<file path="config.mk">
export PLATFORM = sky130hd
export DESIGN_NAME = ahbl_splitter_n
export DESIGN_NICKNAME = d
export VERILOG_FILES = /design/src/rtl/ahbl_pkg.sv /design/src/rtl/ahbl_default_slave.sv /design/src/rtl/ahbl_splitter_n.sv
export SDC_FILE = /design/constraint.sdc
export NUM_CORES = 1
export LEC_CHECK = 0
export ABC_AREA = 1
export BUFFER_PORTS_ARGS = -buffer_cell sky130_fd_sc_hd__buf_4
export CORE_AREA = 2 2 98 100
export DETAILED_ROUTE_END_ITERATION = 16
export DIE_AREA = 0 0 100 102
export PLACE_DENSITY = 0.6
export SYNTH_ARGS = -nofsm -noshare
export SYNTH_HDL_FRONTEND = slang
export SYNTH_SLANG_ARGS = --single-unit
</file>
<file path="constraint.sdc">
create_clock -name HCLK -period 1.3 [get_ports HCLK]
set_clock_uncertainty 0.05 [all_clocks]
set_input_delay 0.26 -clock HCLK [delete_from_list [all_inputs] [get_ports HCLK]]
set_output_delay 0.26 -clock HCLK [all_outputs]
set_load 0.01 [all_outputs]
</file>
<file path="src/rtl/ahbl_pkg.sv">
// ----------------------------------------------------------------------------
// ahbl_pkg
// Shared AHB-Lite definitions used by the splitter and its default slave.
//   - HTRANS encodings (IDLE/BUSY/NONSEQ/SEQ)
//   - HRESP codes (OKAY/ERROR)
//   - default-slave FSM state constants
//   - ahbl_rsp_t: one data-phase response (ready, resp, rdata) so the
//     splitter can mux whole responses instead of three separate buses
// No ports (package).
// ----------------------------------------------------------------------------
package ahbl_pkg;

  localparam logic [1:0] HTRANS_IDLE   = 2'b00;
  localparam logic [1:0] HTRANS_BUSY   = 2'b01;
  localparam logic [1:0] HTRANS_NONSEQ = 2'b10;
  localparam logic [1:0] HTRANS_SEQ    = 2'b11;

  localparam logic HRESP_OKAY  = 1'b0;
  localparam logic HRESP_ERROR = 1'b1;

  // Default-slave FSM states.
  localparam logic [1:0] DS_IDLE = 2'd0;
  localparam logic [1:0] DS_ERR1 = 2'd1;
  localparam logic [1:0] DS_ERR2 = 2'd2;

  typedef struct packed {
    logic        ready;
    logic        resp;
    logic [31:0] rdata;
  } ahbl_rsp_t;

  // Response of an idle bus: zero-wait OKAY with zero read data.
  localparam ahbl_rsp_t RSP_IDLE = '{ready: 1'b1, resp: HRESP_OKAY, rdata: 32'h0};

  // NONSEQ and SEQ carry a real transfer; IDLE and BUSY do not.
  function automatic logic is_active(input logic [1:0] htrans);
    return (htrans == HTRANS_NONSEQ) || (htrans == HTRANS_SEQ);
  endfunction

endpackage

</file>
<file path="src/rtl/ahbl_default_slave.sv">
// ----------------------------------------------------------------------------
// ahbl_default_slave
// Answers transfers that hit no mapped slave with the two-cycle AHB ERROR
// response: first cycle HREADYOUT=0/HRESP=1, second cycle HREADYOUT=1/HRESP=1.
// HRDATA is always zero.
//
// Ports
//   clk             in   bus clock, rising edge
//   rst_n           in   asynchronous active-low reset
//   accept_unmapped in   an unmapped NONSEQ/SEQ is accepted this cycle
//                        (HREADY already folded in by the caller)
//   rsp             out  data-phase response while this slave owns the bus
//   state_dbg       out  current FSM state (DS_IDLE/DS_ERR1/DS_ERR2)
// ----------------------------------------------------------------------------
module ahbl_default_slave
  import ahbl_pkg::*;
(
  input  logic       clk,
  input  logic       rst_n,
  input  logic       accept_unmapped,
  output ahbl_rsp_t  rsp,
  output logic [1:0] state_dbg
);

  logic [1:0] state;
  logic [1:0] state_nxt;

  always_comb begin
    state_nxt = state;
    case (state)
      DS_IDLE: if (accept_unmapped) state_nxt = DS_ERR1;
      DS_ERR1: state_nxt = DS_ERR2;
      // The ERR2 cycle is ready, so a new unmapped transfer may be
      // accepted in it and restarts the error response without a gap.
      DS_ERR2: state_nxt = accept_unmapped ? DS_ERR1 : DS_IDLE;
      default: state_nxt = DS_IDLE;
    endcase
  end

  always_ff @(posedge clk or negedge rst_n) begin
    if (!rst_n) begin
      state <= DS_IDLE;
    end else begin
      state <= state_nxt;
    end
  end

  always_comb begin
    rsp = RSP_IDLE;
    case (state)
      DS_ERR1: rsp = '{ready: 1'b0, resp: HRESP_ERROR, rdata: 32'h0};
      DS_ERR2: rsp = '{ready: 1'b1, resp: HRESP_ERROR, rdata: 32'h0};
      default: rsp = RSP_IDLE;
    endcase
  end

  assign state_dbg = state;

endmodule

</file>
<file path="src/rtl/ahbl_splitter_n.sv">
// ----------------------------------------------------------------------------
// ahbl_splitter_n
// AHB-Lite 1-to-NSLV splitter. Decodes HADDR[DEC_HI:DEC_LO] against a table of
// per-slave base values, drives one-hot slave selects, and muxes the response
// of whichever slave owns the current data phase back to the master.
//
// Build option: define AHBL_SPLITTER_N_ERR_EN to answer unmapped NONSEQ/SEQ
// transfers with a two-cycle ERROR (ahbl_default_slave). Without it, unmapped
// transfers get a single-cycle OKAY with zero read data.
//
// Parameters
//   NSLV    number of slaves (2..16)
//   DEC_HI  MSB of the decoded address field
//   DEC_LO  LSB of the decoded address field
//   BASES   packed NSLV*DECW table; slave i matches BASES[i*DECW +: DECW]
//
// Ports
//   HCLK, HRESETn        clock, asynchronous active-low reset
//   HSEL                 splitter selected by the upstream decoder
//   HADDR, HTRANS        address-phase address and transfer type
//   HREADY               bus-wide ready
//   HREADYOUT/HRESP/HRDATA  response of the current data-phase owner
//   S_HSEL               per-slave select (bit i = slave i)
//   S_HRDATA/S_HREADYOUT/S_HRESP  per-slave response inputs
//   dbg_err_state        default-slave FSM state (DS_IDLE when built without it)
//
// Handshake: an address phase is accepted on a rising HCLK edge where
// HREADY=1; that edge also ends the previous data phase, so the data-phase
// owner is reloaded from the address-phase decode exactly on those edges and
// held while HREADY=0 (wait states).
// ----------------------------------------------------------------------------
module ahbl_splitter_n
  import ahbl_pkg::*;
#(
  parameter int NSLV   = 5,
  parameter int DEC_HI = 31,
  parameter int DEC_LO = 28,
  parameter logic [NSLV*(DEC_HI-DEC_LO+1)-1:0] BASES = {4'h6, 4'h8, 4'h4, 4'h2, 4'h0}
) (
  input  logic               HCLK,
  input  logic               HRESETn,
  input  logic               HSEL,
  input  logic [31:0]        HADDR,
  input  logic [1:0]         HTRANS,
  input  logic               HREADY,
  output logic               HREADYOUT,
  output logic [31:0]        HRDATA,
  output logic               HRESP,
  output logic [NSLV-1:0]    S_HSEL,
  input  logic [NSLV*32-1:0] S_HRDATA,
  input  logic [NSLV-1:0]    S_HREADYOUT,
  input  logic [NSLV-1:0]    S_HRESP,
  output logic [1:0]         dbg_err_state
);

  localparam int DECW     = DEC_HI - DEC_LO + 1;
  // Owner one-hot layout: bits [NSLV-1:0] slaves, then default, then none.
  localparam int OWN_DEF  = NSLV;
  localparam int OWN_NONE = NSLV + 1;
  localparam int OWNW     = NSLV + 2;
  localparam logic [OWNW-1:0] OWNER_NONE = {1'b1, {(NSLV+1){1'b0}}};

  logic [DECW-1:0] dec_field;
  logic [NSLV-1:0] match;
  logic            any_match;
  logic            taken;
  logic            unmapped_req;
  logic [OWNW-1:0] owner;
  logic [OWNW-1:0] owner_nxt;
  ahbl_rsp_t       ds_rsp;
  ahbl_rsp_t       rsp;
  logic            unused_bits;

  assign dec_field = HADDR[DEC_HI:DEC_LO];

  always_comb begin
    for (int i = 0; i < NSLV; i++) begin
      match[i] = (dec_field == BASES[i*DECW +: DECW]);
    end
  end

  assign any_match = |match;

  // Overlapping bases resolve to the lowest index so S_HSEL stays one-hot.
  always_comb begin
    S_HSEL = '0;
    taken  = 1'b0;
    for (int i = 0; i < NSLV; i++) begin
      if (HSEL && match[i] && !taken) begin
        S_HSEL[i] = 1'b1;
        taken     = 1'b1;
      end
    end
  end

  // Only real transfers reach the default slave; unmapped IDLE/BUSY leave
  // the owner at "none" and so see a zero-wait OKAY.
  assign unmapped_req = HSEL && is_active(HTRANS) && !any_match;

  always_comb begin
    owner_nxt = '0;
    if (|S_HSEL) begin
      owner_nxt[NSLV-1:0] = S_HSEL;
    end else if (unmapped_req) begin
      owner_nxt[OWN_DEF] = 1'b1;
    end else begin
      owner_nxt[OWN_NONE] = 1'b1;
    end
  end

  always_ff @(posedge HCLK or negedge HRESETn) begin
    if (!HRESETn) begin
      owner <= OWNER_NONE;
    end else if (HREADY) begin
      owner <= owner_nxt;
    end
  end

`ifdef AHBL_SPLITTER_N_ERR_EN
  ahbl_default_slave u_default_slave (
    .clk             (HCLK),
    .rst_n           (HRESETn),
    .accept_unmapped (HREADY && unmapped_req),
    .rsp             (ds_rsp),
    .state_dbg       (dbg_err_state)
  );
`else
  // No error FSM: an unmapped transfer is completed as a plain OKAY.
  assign ds_rsp        = RSP_IDLE;
  assign dbg_err_state = DS_IDLE;
`endif

  // Owner is one-hot, so at most one branch below fires; "none" keeps the
  // idle response.
  always_comb begin
    rsp = RSP_IDLE;
    for (int i = 0; i < NSLV; i++) begin
      if (owner[i]) begin
        rsp = '{ready: S_HREADYOUT[i], resp: S_HRESP[i], rdata: S_HRDATA[i*32 +: 32]};
      end
    end
    if (owner[OWN_DEF]) begin
      rsp = ds_rsp;
    end
  end

  assign HREADYOUT = rsp.ready;
  assign HRESP     = rsp.resp;
  assign HRDATA    = rsp.rdata;

  // Address bits outside the decoded field and the "none" owner bit carry
  // no logic of their own.
  assign unused_bits = ^{HADDR, owner[OWN_NONE]};

endmodule

</file>
Word-level counts from Yosys, hierarchy flattened. Cells that the tools add are included.

Equality and inequality tests: 6. Multiplexer cells: 17. Reductions and logical operators: 20.

Operators with widths (count): $mux 34 (6); $logic_and 1x1->1 (11); $mux 1 (10); $reduce_or 5->1 (2); $eq 4x3->1 const B (2); $logic_not 1->1 (5); $mux 5 (1); $eq 2x2->1 const B (2); $eq 4x2->1 const B (1); $eq 4x4->1 const B (1); $logic_not 4->1 (1); $logic_or 1x1->1 (1).

Register bits after elaboration: 6. Input port bits: 208. Output and inout port bits: 41. Logic and storage cells: 44.

Depth between registers and ports, before layout. Gate-level depths: netlist of run 1.

Word-level depth: 17. Gate-level depth with buffers: 8. Gate-level depth less buffers: 7.

Least setup slack after synthesis of run 1. No wires, ideal clock.

Kind: register to output. Start: register owner[2]. End: output HRDATA[14]. Arrival: 1.040 ns. Required time: 0.990 ns. Slack: -0.050 ns. Cell stages (with the launch flop): 8. Buffers on the path: 2. Path through: dfrtp_1 -> buf_6 -> inv_8 -> buf_12 -> nor2_2 -> nor2_1 -> nand2_1 -> a21oi_1.

Word-level cells in the longest chain between the ends: 4.

RTL lines: start: declaration (line ahbl_splitter_n.sv:68) `logic [OWNW-1:0] owner;`; start signal: assignment (line ahbl_splitter_n.sv:115) `owner <= owner_nxt;`; $mux 34 (3 in a row) (line ahbl_splitter_n.sv:138) `if (owner[i]) begin`; $mux 34 (line ahbl_splitter_n.sv:142) `if (owner[OWN_DEF]) begin`; end: declaration (line ahbl_splitter_n.sv:47) `output logic [31:0] HRDATA,`.

No other way between the ends.

Worst setup path in the final report of run 1.
Start: register owner[2]. End: output HRDATA[7].

Same word-level chain as after synthesis.

==> results.txt, run 1 <==
status: finished, violations left
failing checks: setup timing
core area: 9109 um^2
clock tree sinks: 6
crit path max fanout: 34
max_cap viols: 0
TNS Setup: -12.67 ns
H-Tree Depth: 1
count of final hold-check violations: 0
Post-CTS Setup Repair Bufs: 0
Crit-path slowest cell: dfrtp_2
Pleak: 2.018 nW
CTS max path bufs: 2
Crit path arrival time: 1.42 ns
fmax: 578.1 MHz
Largest regs: owner x6
pre-CTS setup slack: -0.2754 ns
Die Span Y: 102 um
# nets final: 805
min-delay worst type: in -> reg
total CTS buffers: 3
critical path's top delay family: flip-flops
DR pass1 iterations: 4
post-DP HPWL: 7879 um
antenna violations before repair: 0
clock latency on the worst-skew pair: 0.22 ns
Syn-to-layout area delta: 97.01%
die area: 10200 um^2
crit path kind: reg -> out
unrepaired setup endpoints after global routing: true
min Tclk post-route: 1.730 ns
cells after synthesis: 391
CP peak stage delay: 0.48 ns
n_diodes: 0
largest net degree at the start of global routing: 35
layout cells sized above 1: 51.17%
global-route wire length before repair: 15150 um
Layout fillers: 960
placer congestion estimate: 0.8265
Starting Density: 22.49%
Worst-path clk slew: 0.04 ns
hold path start: HREADY
Syn. warnings: 0
Endpoint, Worst Hold: owner[3]$_DFFE_PN0P_
worst reg2reg path endpoint: owner[1]$_DFFE_PN0P_
Seq/Total Area, Yosys: 7.330%
total wire length: 10170 um
Distinct cells, synth: 21
largest register by flop count: owner
Slew Viols, Final: 0
IO Port Bufs: 217
most frequent CP cell: nor2_1
Cell Chain, Critical Path: inv_12 -> nor2_1 -> nor2_1 -> nand2_1 -> a21oi_2 -> buf_4
VDD IR max: 464.4 uV
CP bufs+invs: 2
Mean Syn Cell Area: 5.238 um^2
worst r2r src: owner[1]$_DFFE_PN0P_
CTS tree: done
Worst Setup Start Kind: flop
CP required: 0.99 ns
CP endpoint kind: primary output
Via Count: 3425
final worst slack: -0.4299 ns
# setup viols final: 34
vias in the first global route: 3302
vias per inst: 4.844
Final period util: 133.1%
Routed Antenna Nets: 0
R2R cell count: 3
hold depth: 2
Mapped Area: 2048 um^2
internal reg-to-reg setup slack: 0.32 ns
# rows: 35
WL/cell: 14.39 um
gr ovfl total: 0
GRT Total Usage: 18.00%
DR iter-0 viols: 118
root buffer cell: clkbuf_8
I/O pins: 249
Synth Register Bits: 6
die width: 100 um
max reg flops: 6
DRC viols: 0
cell area power density: 423.3 nW/um^2
metal layers:
| metal | share of wire, % | track usage [%] | routed length, um |
|---|---|---|---|
| met1 | 39 | 20.91 | 3974 |
| met2 | 51 | 34.77 | 5198 |
| met3 | 8.4 | 2.668 | 852 |
| met4 | 1.4 | 4.110 | 146 |
| met5 | 0 | 0 | 0 |
power breakdown:
part	internal [mW]	switching, mW
clock network	0.211	0.0797
logic	0.694	0.517
registers	0.196	0.0112
cell usage in the layout (no fill, tap or decap):
cell and n:
nand3_1 25, dlygate4sd3_1 1, nand2_1 79, clkbuf_8 3, o21ai_1 7, clkbuf_1 1
inv_1 9, nand3_2 9, buf_4 225, clkinv_4 1, nor2_1 60, inv_2 1
dfrtp_1 3, a21oi_1 72, buf_6 5, a21oi_2 33, nand4_1 1, o21ai_0 30
dfrtp_2 3, buf_12 8, nor2_2 13, clkbuf_16 1, inv_12 1, buf_8 1
nand2_2 1, conb_1 2, o22ai_1 1
final cells by class:
type	instances	area, um^2	share of cell area [%]
clock buffers	4	45.04	1.116
inverters	12	62.56	1.550
multi-input cells	333	1679	41.61
flip-flops and latches	6	153.9	3.814
well taps	111	138.9	3.442
repair buffers	241	1956	48.47
synthesized netlist by cell type:
master	number	area [um^2]
a21oi_1	95	475.5
a21oi_2	10	87.58
buf_12	1	20.02
buf_2	13	65.06
buf_4	16	120.1
buf_6	8	90.09
clkbuf_1	3	11.26
conb_1	1	3.750
dfrtp_1	6	150.1
inv_1	9	33.78
inv_2	1	3.750
inv_6	1	8.760
inv_8	1	11.26
nand2_1	80	300.3
nand3_1	34	170.2
nand4_1	1	6.260
nor2_1	63	236.5
nor2_2	10	62.56
o21ai_0	30	150.1
o21ai_1	7	35.03
o22ai_1	1	6.260
worst max-delay path by stage:
stage / start / end / slack (ns) / cells past startpoint
after global placement: owner[2]$_DFFE_PN0P_ / HRDATA[7] / -0.27 / 6
after detailed placement: owner[1]$_DFFE_PN0P_ / HRDATA[12] / -0.28 / 6
after CTS: owner[2]$_DFFE_PN0P_ / HRDATA[7] / -0.44 / 6
after floorplan: owner[2]$_DFFE_PN0P_ / HRDATA[14] / -0.01 / 7
after global routing: owner[2]$_DFFE_PN0P_ / HRDATA[17] / -0.52 / 6
final: owner[2]$_DFFE_PN0P_ / HRDATA[7] / -0.43 / 6
what timing repair did:
item                       in CTS  in global routing
pin swaps                      11                  5
setup endpoints to repair      34                 38
gates resized for setup        13                 15
gates cloned                    0                  1
hold endpoints to repair        6                  0
hold buffers                    1                  0
through the flow:
stage | utilization (%) | power, mW | hold slack, ns | area [um^2] | cells
2_1_floorplan | - | 0.7039 | -0.08559 | 2123 | 392
3_3_place_gp | 42.28 | 1.376 | 0.02082 | 3851 | 701
3_5_place_dp | 42.28 | 1.389 | 0.01923 | 3851 | 701
4_1_cts | 43.42 | 1.699 | 0.2432 | 3955 | 706
5_1_grt | 44.30 | 1.841 | 0.2680 | 4035 | 707
6_report | 44.30 | 1.708 | 0.2480 | 4035 | 707
cell families after synthesis:
kind of cell | synth area share [%]
flops | 7.330
simple gates | 37.87
compound gates | 36.84
other cells | 0.1831
buf+inv | 17.78
worst register-to-register path: cells and delay by family (launching register included):
kind	cells	cell delay, ns
AOI/OAI and AO/OA	1	0.15
DFF	1	0.42
buffers and inverters	2	0.29
No activity file was read; power rests on OpenSTA's default activity.
==> inputs of run 2 (changes only) <==
--- a/config.mk
+++ b/config.mk
@@ -8,6 +8,7 @@
 export ABC_AREA = 1
 export BUFFER_PORTS_ARGS = -buffer_cell sky130_fd_sc_hd__buf_4
 export CORE_AREA = 2 2 98 100
+export CTS_BUF_LIST = sky130_fd_sc_hd__clkbuf_16
 export DETAILED_ROUTE_END_ITERATION = 16
 export DIE_AREA = 0 0 100 102
 export PLACE_DENSITY = 0.6
==> results.txt, run 2 (same netlist as run 1, synthesis figures left out) <==
count of final hold-check violations: 0
global-route wire length before repair: 15180 um
CP required: 0.99 ns
vias per inst: 4.777
Post-CTS Setup Repair Bufs: 0
core area: 9109 um^2
final worst slack: -0.4412 ns
Crit-path slowest cell: dfrtp_2
Worst-path clk slew: 0.04 ns
GRT Total Usage: 17.98%
die area: 10200 um^2
min-delay worst type: in -> reg
clock tree sinks: 6
max reg flops: 6
CTS tree: done
CTS max path bufs: 2
Pleak: 2.038 nW
total wire length: 10190 um
VDD IR max: 431.0 uV
DR pass1 iterations: 6
Syn-to-layout area delta: 98.66%
pre-CTS setup slack: -0.2754 ns
clock latency on the worst-skew pair: 0.23 ns
# rows: 35
CP bufs+invs: 2
commonest non-fill, non-tap cell in the layout: buf_4
Cell Chain, Critical Path: inv_12 -> nor2_1 -> nor2_1 -> nand2_1 -> a21oi_2 -> buf_4
critical path's top delay family: flip-flops
Largest regs: owner x6
Starting Density: 22.49%
Routed Antenna Nets: 0
root buffer cell: clkbuf_16
H-Tree Depth: 1
vias in the first global route: 3304
DRC viols: 0
Storage cell area: 153.9 um^2
commonest non-fill, non-tap cells in the layout: 225 x buf_4, 77 x nand2_1, 72 x a21oi_1
crit path max fanout: 34
Layout fillers: 961
gr ovfl total: 0
Crit path arrival time: 1.43 ns
fmax: 574.3 MHz
placer congestion estimate: 0.8265
CP endpoint kind: primary output
multi-input logic area: 1679 um^2
DR iter-0 viols: 119
post-DP HPWL: 7879 um
TNS Setup: -13.04 ns
die width: 100 um
WL/cell: 14.41 um
Power, Total: 1.926 mW
# nets final: 805
IO Port Bufs: 217
Slew Viols, Final: 0
layout cells sized above 1: 51.34%
I/O pins: 249
most frequent CP cell: nor2_1
unrepaired setup endpoints after global routing: true
status: finished, violations left
# setup viols final: 34
cell area power density: 473.4 nW/um^2
final core occ: 44.67%
CP peak stage delay: 0.48 ns
Die Span Y: 102 um
total CTS buffers: 3
largest net degree at the start of global routing: 35
Via Count: 3377
Final period util: 133.9%
Worst Setup Start Kind: flop
min Tclk post-route: 1.741 ns
largest register by flop count: owner
crit path kind: reg -> out
max_cap viols: 0
failing checks: setup timing
n_diodes: 0
antenna violations before repair: 0
[run 2: cell types whose count changed in the layout (fill, tap and decap cells not counted), sizes merged]
| cell | change |
|---|---|
| clkbuf | -1 |
| inv | +1 |
[run 2: final cells by class]
| cell class | count | share of cell area, % |
|---|---|---|
| Sequential cell | 6 | 3.782 |
| Multi-Input combinational cell | 333 | 41.27 |
| Timing Repair Buffer | 241 | 48.06 |
| Tap cell | 111 | 3.413 |
| Clock inverter | 1 | 0.09225 |
| Inverter | 12 | 1.538 |
| Clock buffer | 3 | 1.845 |
[run 2: worst paths after layout]
| check | endpoint | startpoint | depth (start not counted) | slack [ns] |
|---|---|---|---|---|
| max | HRDATA[7] | owner[2]$_DFFE_PN0P_ | 6 | -0.44 |
| min | owner[3]$_DFFE_PN0P_ | HREADY | 2 | 0.24 |
| max reg2reg | owner[1]$_DFFE_PN0P_ | owner[1]$_DFFE_PN0P_ | 3 | 0.26 |
| min reg2reg | owner[0]$_DFFE_PN0P_ | owner[0]$_DFFE_PN0P_ | 2 | 0.59 |
| max in group asynchronous | owner[2]$_DFFE_PN0P_ | HRESETn | 2 | 0.75 |
| min in group asynchronous | owner[1]$_DFFE_PN0P_ | HRESETn | 2 | 0.32 |
[run 2: what timing repair did]
item / in CTS / in global routing
cloned: 0 / 1
pin swaps: 10 / 8
gates resized for setup: 12 / 17
hold endpoints to repair: 6 / 0
hold buffers: 1 / 0
setup endpoints to repair: 34 / 38
[run 2: where the power goes]
group / switching (mW) / leakage, nW / internal (mW)
logic: 0.517 / 1.92 / 0.694
registers: 0.0114 / 0.0767 / 0.196
clock network: 0.109 / 0.0423 / 0.399
total: 0.637 / 2.04 / 1.29
[run 2: layer usage]
layer,track usage [%],vias to the layer above,routed length (um)
met4,3.793,0,116
met2,34.88,139,5224
li1,-,1719,-
met3,2.668,10,796
met1,20.91,1509,4050
met5,0,-,0
[run 2: metrics by stage]
| stage | instances | cell area [um^2] | hold slack [ns] |
|---|---|---|---|
| 2_1_floorplan | 392 | 2123 | -0.08559 |
| 3_3_place_gp | 701 | 3851 | 0.02082 |
| 3_5_place_dp | 701 | 3851 | 0.01923 |
| 4_1_cts | 706 | 3984 | 0.2366 |
| 5_1_grt | 707 | 4069 | 0.2679 |
| 6_report | 707 | 4069 | 0.2387 |
==> inputs of run 3 (changes only) <==
--- a/config.mk
+++ b/config.mk
@@ -12,6 +12,7 @@
 export DETAILED_ROUTE_END_ITERATION = 16
 export DIE_AREA = 0 0 100 102
 export PLACE_DENSITY = 0.6
+export REMOVE_ABC_BUFFERS = 1
 export SYNTH_ARGS = -nofsm -noshare
 export SYNTH_HDL_FRONTEND = slang
 export SYNTH_SLANG_ARGS = --single-unit
==> results.txt, run 3 (same netlist as run 1, synthesis figures left out) <==
Worst Setup Start Kind: flop
commonest non-fill, non-tap cells in the layout: 224 x buf_4, 79 x nand2_1, 75 x a21oi_1
IO Port Bufs: 217
core area: 9109 um^2
P_int: 1.276 mW
vias per inst: 4.810
global-route wire length before repair: 14970 um
Starting Density: 22.49%
largest register by flop count: owner
Worst-path clk slew: 0.04 ns
die width: 100 um
cell area power density: 474.4 nW/um^2
status: finished, violations left
# setup viols final: 34
antenna violations before repair: 0
CP endpoint kind: primary output
root buffer cell: clkbuf_16
DR pass1 iterations: 5
I/O pins: 249
H-Tree Depth: 1
max reg flops: 6
crit path kind: reg -> out
switching portion of total power: 33.24%
n_diodes: 0
CTS max path bufs: 2
gr ovfl total: 0
min-delay worst type: in -> reg
Slew Viols, Final: 0
commonest non-fill, non-tap cell in the layout: buf_4
CTS tree: done
clock tree sinks: 6
Syn-to-layout area delta: 96.70%
Clk pwr share: 27.0%
total wire length: 10130 um
# nets final: 803
Via Count: 3391
Crit path arrival time: 1.42 ns
final core occ: 44.23%
VDD IR max: 321.0 uV
count of final hold-check violations: 0
CP required: 0.99 ns
clock latency on the worst-skew pair: 0.23 ns
post-DP HPWL: 7618 um
NetSw: 0.6353 mW
Die Span Y: 102 um
largest net degree at the start of global routing: 40
Power, Total: 1.911 mW
Final period util: 132.9%
die area: 10200 um^2
final worst slack: -0.4275 ns
min Tclk post-route: 1.728 ns
vias in the first global route: 3322
Routed Antenna Nets: 0
failing checks: setup timing
crit path max fanout: 11
fmax: 578.9 MHz
combinational power share: 62.2%
Pleak: 2.024 nW
unrepaired setup endpoints after global routing: true
Largest regs: owner x6
internal reg-to-reg setup slack: 0.28 ns
DR iter-0 viols: 88
Post-CTS Setup Repair Bufs: 0
DRC viols: 0
total CTS buffers: 3
# rows: 35
register share of total power: 10.8%
WL/cell: 14.36 um
placer congestion estimate: 0.8256
layout cells sized above 1: 50.67%
max_cap viols: 0
GRT Total Usage: 17.97%
-- run 3: area by class of cell --
class	count	area [um^2]
Fill cell	946	5080
Tap cell	111	138.9
Inverter	12	62.56
Timing Repair Buffer	239	1924
Clock buffer	3	75.07
Multi-Input combinational cell	333	1670
Clock inverter	1	3.754
Sequential cell	6	153.9
-- run 3: per-stage QoR --
| stage | area (um^2) | cells | hold WS [ns] | setup TNS (ns) | setup WS [ns] |
|---|---|---|---|---|---|
| after global placement | 3752 | 699 | 0.02108 | -6.191 | -0.2332 |
| final | 4029 | 705 | 0.2432 | -12.99 | -0.4275 |
| after CTS | 3910 | 704 | 0.2427 | -13.32 | -0.4359 |
| after detailed placement | 3752 | 699 | 0.02184 | -6.732 | -0.2540 |
| after global routing | 4029 | 705 | 0.2608 | -15.79 | -0.5130 |
| after floorplan | 1745 | 351 | -0.08559 | -25.47 | -0.7500 |
-- run 3: what timing repair did --
item,in CTS,in global routing
hold buffers,1,0
endpoints found under the setup margin,34,37
pin swaps,1,6
gates cloned,0,1
hold endpoints to repair,6,0
resized for setup,19,25
-- run 3: final timing paths --
check / endpoint / start / depth (start not counted)
max in group asynchronous: owner[2]$_DFFE_PN0P_ / HRESETn / 2
setup reg to reg: owner[1]$_DFFE_PN0P_ / owner[1]$_DFFE_PN0P_ / 3
hold / removal: owner[0]$_DFFE_PN0P_ / HREADY / 2
setup / recovery: HRDATA[22] / owner[1]$_DFFE_PN0P_ / 7
hold reg to reg: owner[0]$_DFFE_PN0P_ / owner[0]$_DFFE_PN0P_ / 3
min in group asynchronous: owner[4]$_DFFE_PN0P_ / HRESETn / 2
-- run 3: power groups by stage --
stage                     registers, mW  logic [mW]  clock network, mW
after floorplan                   0.248       0.359                  0
after global placement            0.207        1.11                  0
after detailed placement          0.207        1.13                  0
after CTS                         0.206        1.16              0.521
after global routing              0.207        1.29              0.527
final                             0.206        1.19              0.516
-- run 3: layer usage --
metal	up-vias	GRT usage, %	wire (um)	part of all wire [%]
met5	-	0	0	0
met4	0	4.847	172	1.7
met3	16	2.668	670	6.6
met2	134	36.17	5333	53
met1	1532	19.43	3950	39
li1	1709	-	-	-
-- run 3: worst max-delay path, cell delays in order, from the launching register on --
cell and delay (ns):
dfrtp_2 0.44, clkinv_4 0.10, buf_12 0.14, nand3_2 0.05, nand2_1 0.07, nand2_1 0.06, a21oi_2 0.17, buf_4 0.14
